### config.mk
export PLATFORM = sky130hd
export DESIGN_NAME = stage_fetch_data
export DESIGN_NICKNAME = d
export VERILOG_FILES = /design/src/rtl/stage_fetch_data.sv
export SDC_FILE = /design/constraint.sdc
export NUM_CORES = 1
export LEC_CHECK = 0
export ABC_AREA = 1
export CORE_MARGIN = 1
export CORE_UTILIZATION = 45
export DETAILED_ROUTE_END_ITERATION = 8
export GPL_TIMING_DRIVEN = 0
export PLACE_DENSITY = 0.77
export SETUP_SLACK_MARGIN = 0.5
export SYNTH_ARGS = -nofsm -noshare
export SYNTH_HDL_FRONTEND = slang
export SYNTH_SLANG_ARGS = --single-unit
### constraint.sdc
create_clock -name clk -period 3 [get_ports clk]
set_input_delay 0.6 -clock clk [delete_from_list [all_inputs] [get_ports clk]]
set_output_delay 0.6 -clock clk [all_outputs]
set_load 0.05 [all_outputs]
### src/rtl/stage_fetch_data.sv
// ============================================================================
// stage_fetch_data
// ----------------------------------------------------------------------------
// Pipeline stage placed directly ahead of writeback. For every operation it
// fetches the operand the writeback stage will need:
//   - data-cell ops (INC, DEC, OUT, LOOPBEGIN, LOOPEND) read DRAM at dp,
//   - OP_IN takes one byte from the EXT input channel,
//   - everything else (including the 0 bubble) passes straight through.
// The ack / ack_in stall handshake matches the rest of the pipeline.
//
// Ports:
//   clk, reset     clock, asynchronous active-low reset
//   dp             current data pointer
//   dre, da, dd    DRAM read port (dd valid the cycle after dre)
//   cd, crda, cack EXT input byte, byte available, byte consumed
//   operation_in   one-hot op from the previous stage; ack accepts it
//   operation, a   op and operand to the next stage (operation 0 = bubble)
//   ack_in         next stage accepts operation/a this edge
//
// Optional feature (macro FETCH_BYPASS_EN):
//   Adds wb_dce / wb_da / wb_dq, the writeback stage's DRAM write port, so a
//   write to the cell being fetched is forwarded instead of using stale dd.
// ============================================================================

`ifndef OPCODE_MSB
`define OPCODE_MSB 7
`endif
`ifndef OP_INC
`define OP_INC 0
`endif
`ifndef OP_DEC
`define OP_DEC 1
`endif
`ifndef OP_LEFT
`define OP_LEFT 2
`endif
`ifndef OP_RIGHT
`define OP_RIGHT 3
`endif
`ifndef OP_OUT
`define OP_OUT 4
`endif
`ifndef OP_IN
`define OP_IN 5
`endif
`ifndef OP_LOOPBEGIN
`define OP_LOOPBEGIN 6
`endif
`ifndef OP_LOOPEND
`define OP_LOOPEND 7
`endif

module stage_fetch_data #(
    parameter int A_WIDTH = 12,
    parameter int D_WIDTH = 8
) (
    input  logic                 clk,
    input  logic                 reset,
    input  logic [A_WIDTH-1:0]   dp,
    output logic                 dre,
    output logic [A_WIDTH-1:0]   da,
    input  logic [D_WIDTH-1:0]   dd,
    input  logic [7:0]           cd,
    input  logic                 crda,
    output logic                 cack,
`ifdef FETCH_BYPASS_EN
    input  logic                 wb_dce,
    input  logic [A_WIDTH-1:0]   wb_da,
    input  logic [D_WIDTH-1:0]   wb_dq,
`endif
    input  logic [`OPCODE_MSB:0] operation_in,
    output logic                 ack,
    output logic [`OPCODE_MSB:0] operation,
    output logic [D_WIDTH-1:0]   a,
    input  logic                 ack_in
);

    typedef enum logic [1:0] {
        S_IDLE,
        S_DRAM,
        S_HOLD
    } state_t;

    state_t state;
    state_t next_state;

    logic [`OPCODE_MSB:0] pend_op;
    logic [A_WIDTH-1:0]   pend_addr;
    logic [D_WIDTH-1:0]   pend_data;

    logic                 needs_x;
    logic                 needs_d;
    logic [D_WIDTH-1:0]   fetched;
    logic [D_WIDTH-1:0]   held;

`ifdef FETCH_BYPASS_EN
    logic                 hit;
    logic [D_WIDTH-1:0]   hit_data;
    logic                 wb_match;
`endif

    // OP_IN wins when a malformed op sets several bits, so needs_d is masked.
    assign needs_x = operation_in[`OP_IN];
    assign needs_d = !needs_x &&
                     (operation_in[`OP_INC] | operation_in[`OP_DEC] |
                      operation_in[`OP_OUT] | operation_in[`OP_LOOPBEGIN] |
                      operation_in[`OP_LOOPEND]);

    // Operand source while waiting for or holding DRAM data. With bypass, a
    // writeback to the pending cell this cycle beats an earlier captured hit,
    // which in turn beats the (possibly stale) DRAM read data.
`ifdef FETCH_BYPASS_EN
    assign wb_match = wb_dce && (wb_da == pend_addr);
    assign fetched  = wb_match ? wb_dq : (hit ? hit_data : dd);
    assign held     = wb_match ? wb_dq : pend_data;
`else
    assign fetched  = dd;
    assign held     = pend_data;
`endif

    // State register.
    always_ff @(posedge clk or negedge reset) begin
        if (!reset) begin
            state <= S_IDLE;
        end else begin
            state <= next_state;
        end
    end

    // Next-state logic: only data-cell ops leave S_IDLE; a stall after the
    // DRAM cycle parks the fetched value in S_HOLD.
    always_comb begin
        next_state = state;
        case (state)
            S_IDLE: begin
                if (ack_in && needs_d) begin
                    next_state = S_DRAM;
                end
            end
            S_DRAM: begin
                next_state = ack_in ? S_IDLE : S_HOLD;
            end
            S_HOLD: begin
                if (ack_in) begin
                    next_state = S_IDLE;
                end
            end
            default: next_state = S_IDLE;
        endcase
    end

    // Handshake and DRAM port outputs. Nothing is accepted unless the next
    // stage is accepting too, and OP_IN waits for a byte to be available.
    always_comb begin
        ack  = 1'b0;
        dre  = 1'b0;
        cack = 1'b0;
        da   = pend_addr;
        if (state == S_IDLE) begin
            da = dp;
            if (ack_in) begin
                if (needs_x) begin
                    ack  = crda;
                    cack = crda;
                end else if (needs_d) begin
                    ack = 1'b1;
                    dre = 1'b1;
                end else begin
                    ack = 1'b1;
                end
            end
        end
    end

    // Datapath registers. With ack_in low every output register holds, so a
    // stalled result is never replaced by a bubble.
    always_ff @(posedge clk or negedge reset) begin
        if (!reset) begin
            operation <= '0;
            a         <= '0;
            pend_op   <= '0;
            pend_addr <= '0;
            pend_data <= '0;
`ifdef FETCH_BYPASS_EN
            hit       <= 1'b0;
            hit_data  <= '0;
`endif
        end else begin
            case (state)
                S_IDLE: begin
                    if (ack_in) begin
                        if (needs_x) begin
                            if (crda) begin
                                operation <= operation_in;
                                a         <= D_WIDTH'(cd);
                            end else begin
                                operation <= '0;
                            end
                        end else if (needs_d) begin
                            operation <= '0;
                            pend_op   <= operation_in;
                            pend_addr <= dp;
`ifdef FETCH_BYPASS_EN
                            hit       <= wb_dce && (wb_da == dp);
                            hit_data  <= wb_dq;
`endif
                        end else begin
                            operation <= operation_in;
                            a         <= '0;
                        end
                    end
                end
                S_DRAM: begin
                    if (ack_in) begin
                        operation <= pend_op;
                        a         <= fetched;
                    end else begin
                        pend_data <= fetched;
                    end
                end
                S_HOLD: begin
                    if (ack_in) begin
                        operation <= pend_op;
                        a         <= held;
                    end else begin
                        pend_data <= held;
                    end
                end
                default: begin
                end
            endcase
        end
    end

endmodule

==> impl_metrics.ini, run 1 <==
[run_status]
outcome = completed

[floorplanning]
floorplan.die_area_mm2 = 0.00561
fp-row-count = 26
fp.coreArea_mm2 = 0.00511
floorplan.die.height_um = 74.9
die_w_um = 74.9
design.portCount = 71
initial_cell_density_of_the_core = 0.468

[timing]
tightestPinTransition_ns = 0.504
finalCriticalPeriod_ns = 2.41
max_freq_mhz = 415
timing.final.crit_share = 0.802
slew_violations = 0
setup_slack_ns = 0.593
grt_setup_unrepaired = false
clock_skew_ns = 0.0135
setup_viol = 0
slew-limit-headroom = 0.663
timing.final.hold_violations = 0

[synth]
syn_area_mm2 = 0.00239
synth.lib_cells_used.distinct = 29
syn_avg_cell_area_um2 = 8.13
postSynthCellCount = 294
synth-seq-cells = 45
ys_seq_area_frac = 0.471
yosys_warnings = 0
synth.net_count = 339

[layout]
area_delta_synth_final_pct = 38.6
total_inserted_antenna_cells = 0
layout-drive-gt1-share = 0.175
final_nets = 421

[setup_path]
timing.critical_path.max_delay_family = buffers and inverters
crit-reg2reg-capture = a[4]
r2r_slack_ns = 1.26
cp_data_arrival_time_ns = 1.81
cp-start-kind = flip-flop
critPathMaxStageDelay_ns = 0.39
crit_path_end = da[6]
crit_cells = 7
worst-path-max-fanout = 10
setup.worst_path.end_class = output port
timing_worst_setup_path_type = reg2out
worstPathCellList = inv_1 -> ha_2 -> buf_8 -> clkinvlp_4 -> buf_6 -> o21ai_1 -> buf_4
r2r-start = state[0]
timing.critical_path.slowest_stage_cell = dfrtp_1
r2r_cells = 9
timing.critical_path.from = state[0]
critical_path.n_buffers_inverters = 5
critical_path_required_ns = 2.40

[clock_network]
cts.sink_count = 45
clock_insertion_delay_worst_skew_ns = 0.31
maximum_level_of_the_cts_h_tree = 2
cts_root_buffer = clkbuf_8
cts_inserted_buffers = 5
number_of_buffers_between_clock_root_and_the_deepest_sink = 2
cts-hold-fix-buffers = 0
cts_tree = yes
clk_pin_slew_ns = 0.09

[placement]
place.gp.congestion = 0.785
place.detailed.hpwl_um = 4070
portBuffers = 69
post-place-ws_ns = -0.108

[detailed_routing]
number_of_vias_per_cell = 4.84
drt-initial-drc-count = 90
drt-pass1-iter-count = 4
drt.antenna.violating_nets = 0
post_drt_wl_per_cell_um = 12.4
vias = 2162
drc = 0
drt-total-wl_um = 5560

[global_routing]
grt_antenna_before_repair = 0
grt_pass1_wl_um = 8830
first_global_vias = 1993
grt_start_max_net_pins = 33
track_usage = 0.209
grt-ovfl-total = 0

[worst_hold_path]
hp-class = in2async

[power]
irDropWorstVdd_mv = 0.783
power.static_leakage_nw = 1.65
cellPowerDensity_mw_per_mm2 = 1170
post-layout-total-power_mw = 3.89

[flow_run]
max_cap_violations = 0
cells in the mapped netlist (all sizes together):
library cell | number | share of area
clkbuf | 5 | 0.017
dfrtp | 45 | 0.47
clkinv | 1 | 0.0021
mux2 | 8 | 0.038
nand3 | 7 | 0.026
buf | 6 | 0.015
ha | 5 | 0.026
nand4 | 12 | 0.038
inv | 27 | 0.042
o21ai | 33 | 0.071
nor2 | 13 | 0.028
nor3 | 1 | 0.0021
nand2 | 119 | 0.20
a21oi | 11 | 0.023
nand3b | 1 | 0.0031
power breakdown:
group | internal, mW | switching, mW | leakage [nW]
Clock | 0.250 | 0.208 | 0.0554
Combinational | 0.831 | 1.58 | 1.03
Sequential | 0.887 | 0.140 | 0.561
Total | 1.97 | 1.93 | 1.65
cell type report:
type                            instances  area, um^2
Fill cell                             439        1790
Inverter                               28         110
Clock inverter                          2        38.8
Buffer                                 11        88.8
Timing Repair Buffer                   75         701
Clock buffer                            6        72.6
Sequential cell                        45        1130
Tap cell                               70        87.6
Multi-Input combinational cell        210        1090
flip-flops by register name (all words and copies together), names as in the netlist:
| register | count |
|---|---|
| pend_op | 7 |
| operation | 8 |
| pend_addr | 12 |
| held | 8 |
| a | 8 |
| state | 2 |
per-layer routing:
metal / track usage / share of wire / up-vias
met4: 0.0608 / 0.016 / 0
met2: 0.356 / 0.51 / 41
li1: - / - / 1106
met5: 0 / 0 / -
met3: 0.0402 / 0.040 / 9
met1: 0.272 / 0.44 / 1006
worst reg2reg max path: cells and delay by family, from the launching register on:
family                     cells  cell delay (ns)
DFF                            1             0.39
buffers and inverters          2             0.36
and+or+nand+nor                6             0.69
adders and majority gates      1             0.19
worst min path at each step:
| stage | start | slack (ns) | endpoint |
|---|---|---|---|
| final | reset | 0.20 | a[3] |
| after global routing | reset | 0.22 | a[3] |
| after CTS | reset | 0.21 | a[3] |
| after detailed placement | a[2] | 0.46 | a[2] |
| after global placement | a[5] | 0.46 | a[5] |
| after floorplan | reset | 0.30 | a[0] |
cell families after synthesis:
kind of cell / count (synthesis) / synth area share
multiplexers: 8 / 0.0377
flip-flops: 45 / 0.471
AND/OR/NAND/NOR: 153 / 0.295
AO/OA/AOI/OAI: 44 / 0.0937
adder cells (fa/ha/maj): 5 / 0.0262
buffers and inverters: 39 / 0.0764
timing repair:
action,CTS,global route
endpoints found under the setup margin,15,15
setup buffers,2,3
gates resized for setup,99,17
cells in the final DEF, fill, tap and decap left out, drive strengths merged, types with 5 or more instances in the layout:
| cell type | instances |
|---|---|
| nand2 | 119 |
| clkdlybuf4s50 | 53 |
| dfrtp | 45 |
| o21ai | 33 |
| buf | 31 |
| inv | 26 |
| nor2 | 13 |
| nand4 | 12 |
| a21oi | 11 |
| mux2 | 8 |
| clkbuf | 8 |
| nand3 | 7 |
| ha | 5 |
per-stage QoR:
step                      area [um^2]  std cells  utilization  hold slack (ns)  setup TNS, ns
final                            3310        447        0.649            0.199              0
after global placement           3170        433        0.622            0.456        -0.0790
after CTS                        3290        444        0.644            0.205              0
after detailed placement         3190        434        0.624            0.457         -0.158
after global routing             3310        447        0.649            0.217              0
after floorplan                  2400        294            -            0.304              0
Power figures use the tool's default switching activity.
==> run 2, diff against run 1 <==
--- a/config.mk
+++ b/config.mk
@@ -7,7 +7,7 @@
 export LEC_CHECK = 0
 export ABC_AREA = 1
 export CORE_MARGIN = 1
-export CORE_UTILIZATION = 45
+export CORE_UTILIZATION = 43
 export DETAILED_ROUTE_END_ITERATION = 8
 export GPL_TIMING_DRIVEN = 0
 export PLACE_DENSITY = 0.77
==> constraint.sdc (replaced) <==
create_clock -name clk -period 2.05 [get_ports clk]
set_input_delay 0.41 -clock clk [delete_from_list [all_inputs] [get_ports clk]]
set_output_delay 0.41 -clock clk [all_outputs]
set_load 0.05 [all_outputs]
==> run 2 against run 1 <==
Compared with the run above: combinational power rose by 110%; via count rose by 14%; clock-buffer cell count rose by 1; largest cell class is now multi-input combinational cells; total power rose by 90%; global-route usage rose by 3.2 points; the run now ends with negative hold slack, negative setup slack left.
==> impl_metrics.ini, run 2 (synthesis results as in run 1) <==
[run_status]
outcome = finished with violations
violations = negative hold slack, negative setup slack

[layout]
final_nets = 451
register_name_with_the_most_flops = pend_addr
most_common_cell_after_layout_fill_and_taps_aside = nand2_1
layout.cells.most_common_list = nand2_1 (95), dfrtp_1 (45), clkdlybuf4s50_1 (31)
finish.instance_area_mm2 = 0.00409
final_core_util = 0.780
filler_cell_count = 321
total_inserted_antenna_cells = 0
post_layout_nonfiller_instances = 477
area_delta_synth_final_pct = 70.9
largest_reg_flops = 12
layout-drive-gt1-share = 0.405

[setup_path]
critPathMaxStageDelay_ns = 0.40
setup.worst_path.end_class = output port
critical_path_required_ns = 1.64
cp-start-kind = flip-flop
timing_worst_setup_path_type = reg2out
worstPathCellList = inv_2 -> ha_4 -> buf_8 -> clkinvlp_4 -> clkbuf_16 -> o21ai_4 -> buf_6
cp_data_arrival_time_ns = 1.78
worst-path-max-fanout = 6
timing.critical_path.slowest_stage_cell = dfrtp_1

[clock_network]
cts_inserted_buffers = 5
cts_root_buffer = clkbuf_8
clock_insertion_delay_worst_skew_ns = 0.30
maximum_level_of_the_cts_h_tree = 2
cts.sink_count = 45
cts_tree = yes
clk_pin_slew_ns = 0.08
number_of_buffers_between_clock_root_and_the_deepest_sink = 2
cts-hold-fix-buffers = 0

[worst_hold_path]
hp-class = in2async

[floorplanning]
fp.coreArea_mm2 = 0.00524
floorplan.die.height_um = 76.6
fp-row-count = 26
die_w_um = 76.6
floorplan.die_area_mm2 = 0.00586
design.portCount = 71
initial_cell_density_of_the_core = 0.457

[detailed_routing]
drt-pass1-iter-count = 4
drt-initial-drc-count = 243
vias = 2462
drc = 0
drt-total-wl_um = 7410
drt.antenna.violating_nets = 0
post_drt_wl_per_cell_um = 15.5
number_of_vias_per_cell = 5.16

[timing]
slew_violations = 0
slew-limit-headroom = 0.758
setup_viol = 21
final.setup.tns_ns = -2.03
timing.final.crit_share = 1.07
finalCriticalPeriod_ns = 2.19
tightestPinTransition_ns = 0.363
timing.final.hold_violations = 6
clock_skew_ns = 0.00526
holdWs_ns = -0.00180
grt_setup_unrepaired = true
max_freq_mhz = 457
setup_slack_ns = -0.138

[placement]
portBuffers = 69
place.detailed.hpwl_um = 4340
placed_instances = 434
detailed_place.area_mm2 = 0.00335
place.gp.congestion = 0.766
post-place-ws_ns = -0.730

[flow_run]
max_cap_violations = 0

[global_routing]
grt_antenna_before_repair = 0
grt_start_max_net_pins = 33
first_global_vias = 2301
grt-ovfl-total = 0
track_usage = 0.241
grt_pass1_wl_um = 11100

[power]
power.static_leakage_nw = 1.97
cellPowerDensity_mw_per_mm2 = 1810
irDropWorstVdd_mv = 1.11
post-layout-total-power_mw = 7.40
power.net_switching_mw = 3.55
comb_power_share = 0.695
p_sw_frac = 0.480
power.sequential.fraction = 0.211
power.share.clock = 0.094
internal_power_mw = 3.85
run 2: changes by cell type in the layout (fill, tap and decap cells not counted), sizes merged:
cell / before / now
buf: 31 / 58
clkbuf: 8 / 11
clkdlybuf4s15: 0 / 16
clkdlybuf4s50: 53 / 31
clkinv: 2 / 0
clkinvlp: 1 / 2
dlygate4sd2: 0 / 6
inv: 26 / 27
run 2: metal layers:
metal  vias to the layer above  part of all wire  global-route usage  routed length [um]
met3                        25             0.040              0.0443                 299
li1                       1171                 -                   -                   -
met1                      1175              0.41               0.315                3050
met2                        91              0.52               0.387                3830
met5                         -                 0                   0                   0
met4                         0             0.032               0.110                 235
run 2: final timing paths:
kind	startpoint	to	slack (ns)	cells after the start
setup / recovery	state[1]	da[5]	-0.14	7
hold / removal	reset	pend_addr[3]	-0.002	1
setup reg to reg	state[0]	a[5]	-0.10	15
hold reg to reg	a[5]	a[5]	0.49	2
max in group asynchronous	reset	pend_op[2]	1.57	2
min in group clk	operation_in[5]	operation[1]	0.41	3
run 2: final cells by class:
class | count | area (um^2) | area share
Clock buffer | 7 | 86.3 | 0.0211
Timing Repair Buffer | 104 | 1070 | 0.263
Buffer | 11 | 150 | 0.0367
Tap cell | 70 | 87.6 | 0.0214
Multi-Input combinational cell | 210 | 1400 | 0.343
Inverter | 28 | 123 | 0.0300
Clock inverter | 1 | 30.0 | 0.00735
Timing Repair inverter | 1 | 6.26 | 0.00153
Sequential cell | 45 | 1130 | 0.276
run 2: power by group through the flow:
stage	Combinational, mW	Sequential [mW]	Clock, mW
detailed placement	3.76	1.53	0
finish	5.14	1.56	0.694
floorplan	2.32	1.94	0
global route	5.42	1.62	0.740
CTS	4.56	1.53	0.704
global placement	3.70	1.51	0
run 2: critical path, delay by kind of cell (launching register included):
family	cells	cell delay (ns)
flip-flops	1	0.40
buffers and inverters	5	0.79
AO/OA/AOI/OAI	1	0.14
adder cells (fa/ha/maj)	1	0.14
run 2: timing repair:
| item | in CTS | in global routing |
|---|---|---|
| gates resized for setup | 212 | 55 |
| cloned | 2 | 1 |
| endpoints found under the setup margin | 68 | 60 |
| setup buffers | 21 | 11 |
| pin swaps | 14 | 9 |
==> run 3, diff against run 2 <==
--- a/config.mk
+++ b/config.mk
@@ -5,12 +5,10 @@
 export SDC_FILE = /design/constraint.sdc
 export NUM_CORES = 1
 export LEC_CHECK = 0
-export ABC_AREA = 1
-export CORE_MARGIN = 1
-export CORE_UTILIZATION = 43
+export CORE_UTILIZATION = 42
 export DETAILED_ROUTE_END_ITERATION = 8
 export GPL_TIMING_DRIVEN = 0
-export PLACE_DENSITY = 0.77
+export PLACE_DENSITY_LB_ADDON = 0.3
 export SETUP_SLACK_MARGIN = 0.5
 export SYNTH_ARGS = -nofsm -noshare
 export SYNTH_HDL_FRONTEND = slang
==> run 3 against run 2 <==
Compared with the run above: the run ends with negative setup slack left; design area shrank 8.8%; wire length shrank 22%; largest power group unchanged; highest routed layer unchanged; critical endpoint is now da[8]; first-iteration DRC count shrank 68%; sequential share of layout area grew 2.7 points; non-clock buffer count shrank 13; die area shrank 2.4%; combinational power shrank 20%; global-route usage shrank 3.9 points; critical path type unchanged; largest cell class unchanged; clock skew grew 0.0044 ns; total power shrank 16%.
==> impl_metrics.ini, run 3 <==
[timing]
max_freq_mhz = 475
setup_slack_ns = -0.0546
setup_viol = 13
timing.final.crit_share = 1.03
tightestPinTransition_ns = 0.556
grt_setup_unrepaired = true
clock_skew_ns = 0.00970
slew-limit-headroom = 0.629
finalCriticalPeriod_ns = 2.10
timing.final.hold_violations = 0
slew_violations = 0

[synth]
postSynth.asyncResetShare = 1.00
synth-seq-cells = 45
ys_seq_area_frac = 0.494
synth.lib_cells_used.distinct = 23
postSynthCellCount = 185
post-synth-top-count-cell = mux2_2
yosys_warnings = 0
syn_area_mm2 = 0.00228
synth_commonest_cells = mux2_2 (50), dfrtp_1 (45), a22o_1 (20), nand2_1 (11), clkbuf_1 (9)
syn_avg_cell_area_um2 = 12.3
synth.net_count = 230
most_frequently_used_flop_master_after_synthesis = dfrtp_1
synth_largest_type_area_fraction = 0.494
synth-edff-count = 0
synth_top_cells_by_area = dfrtp_1 (49%), mux2_2 (25%), a22o_1 (7.7%), ha_1 (2.7%), o2bb2ai_1 (1.9%)
synth.largest_area_cell = dfrtp_1

[power]
p_sw_frac = 0.410
cellPowerDensity_mw_per_mm2 = 1680
irDropWorstVdd_mv = 0.966
power.share.clock = 0.103
comb_power_share = 0.655
power.sequential.fraction = 0.242
internal_power_mw = 3.69
power.net_switching_mw = 2.56
post-layout-total-power_mw = 6.25
power.static_leakage_nw = 1.69

[clock_network]
cts_tree = yes
clk_pin_slew_ns = 0.08
cts_root_buffer = clkbuf_8
clock_insertion_delay_worst_skew_ns = 0.30
number_of_buffers_between_clock_root_and_the_deepest_sink = 2
cts-hold-fix-buffers = 0
maximum_level_of_the_cts_h_tree = 2
cts.sink_count = 45
cts_inserted_buffers = 5

[detailed_routing]
post_drt_wl_per_cell_um = 16.4
drt-total-wl_um = 5760
drc = 0
number_of_vias_per_cell = 5.13
drt.antenna.violating_nets = 0
drt-pass1-iter-count = 4
vias = 1805
drt-initial-drc-count = 78

[setup_path]
r2r_slack_ns = 0.08
critical_path_required_ns = 1.64
r2r-start = state[0]
setup.worst_path.end_class = output port
worst-path-max-fanout = 8
cp-start-kind = flip-flop
r2r_cells = 8
timing_worst_setup_path_type = reg2out
cp_data_arrival_time_ns = 1.69
crit-reg2reg-capture = a[4]

[floorplanning]
floorplan.die_area_mm2 = 0.00572
die_w_um = 75.7
floorplan.die.height_um = 75.7
fp-row-count = 26
design.portCount = 71
fp.coreArea_mm2 = 0.00517
initial_cell_density_of_the_core = 0.440

[layout]
ff_latch_area_mm2 = 0.00113
layout-drive-gt1-share = 0.521
layout.cells.most_common_list = dfrtp_1 (44), mux2_2 (32), clkdlybuf4s50_1 (32)
final_core_util = 0.721
most_common_cell_after_layout_fill_and_taps_aside = dfrtp_1
total_inserted_antenna_cells = 0
filler_cell_count = 340
area_delta_synth_final_pct = 63.6
final_nets = 327
multi_input_area_mm2 = 0.00128
largest_reg_flops = 12
register_name_with_the_most_flops = pend_addr
finish.instance_area_mm2 = 0.00373

[global_routing]
track_usage = 0.202
first_global_vias = 1794
grt_pass1_wl_um = 8520
grt-ovfl-total = 0
grt_antenna_before_repair = 0
grt_start_max_net_pins = 33

[placement]
detailed_place.area_mm2 = 0.00319
place.gp.congestion = 0.735
post-place-ws_ns = -0.933
place.detailed.hpwl_um = 3590
portBuffers = 68

[run_status]
outcome = finished with violations
violations = negative setup slack

[flow_run]
max_cap_violations = 0

[worst_hold_path]
hp-class = in2async
-- run 3: stage by stage --
step                      std cells  TNS (ns)  hold slack, ns
final                           352    -0.407       0.0000874
after global routing            352    -0.961          0.0228
after CTS                       344    -0.190         0.00636
after detailed placement        324    -19.72           0.326
after global placement          323    -49.54           0.489
after floorplan                 185    -0.205           0.114
-- run 3: worst max-delay path by stage --
stage / cells past startpoint / end / slack [ns] / from
detailed placement: 6 / dre / -0.93 / operation_in[0]
global route: 6 / da[4] / -0.09 / state[0]
floorplan: 4 / a[0] / -0.03 / operation_in[0]
finish: 6 / da[8] / -0.05 / state[0]
global placement: 6 / dre / -0.94 / operation_in[0]
CTS: 6 / da[6] / -0.03 / state[0]
-- run 3: cell families (layout without fill, tap and decap cells) --
kind of cell,after synthesis,in the layout,synth area share
flops,45,45,0.494
fa+ha+maj,5,5,0.0275
mux,50,50,0.247
simple gates,28,28,0.0555
buf+inv,16,113,0.0275
compound gates,41,41,0.148
-- run 3: cell type report --
type	instances	share of cell area
repair buffers	90	0.264
inverters	4	0.00403
clock buffers	5	0.0185
clock inverters	2	0.00940
well taps	70	0.0235
plain buffers	12	0.0352
multi-input cells	124	0.343
flip-flops and latches	45	0.302
-- run 3: power groups by stage --
stage	clock (mW)	combinational [mW]	sequential, mW
final	0.642	4.09	1.51
after global routing	0.688	4.32	1.56
after CTS	0.658	3.79	1.51
after detailed placement	0	3.27	1.54
after global placement	0	3.22	1.51
after floorplan	0	2.07	1.87
-- run 3: worst max-delay path, cell delays in order, from the launching register on --
cell     delay (ns)
dfrtp_2        0.43
inv_2          0.09
ha_4           0.15
buf_12         0.13
buf_12         0.14
mux2_4         0.31
buf_6          0.15
-- run 3: routing by layer --
layer / wire, um / vias up / GRT usage
met3: 276 / 9 / 0.0344
met4: 89 / 0 / 0.0679
li1: - / 867 / -
met2: 3060 / 52 / 0.362
met5: 0 / - / 0
met1: 2330 / 877 / 0.247
-- run 3: repair_timing --
action / in CTS / in global routing
hold endpoints to repair: 0 / 0
setup buffers: 13 / 6
gates resized for setup: 204 / 27
setup endpoints to repair: 76 / 62
pin swaps: 13 / 13
gates cloned: 0 / 2
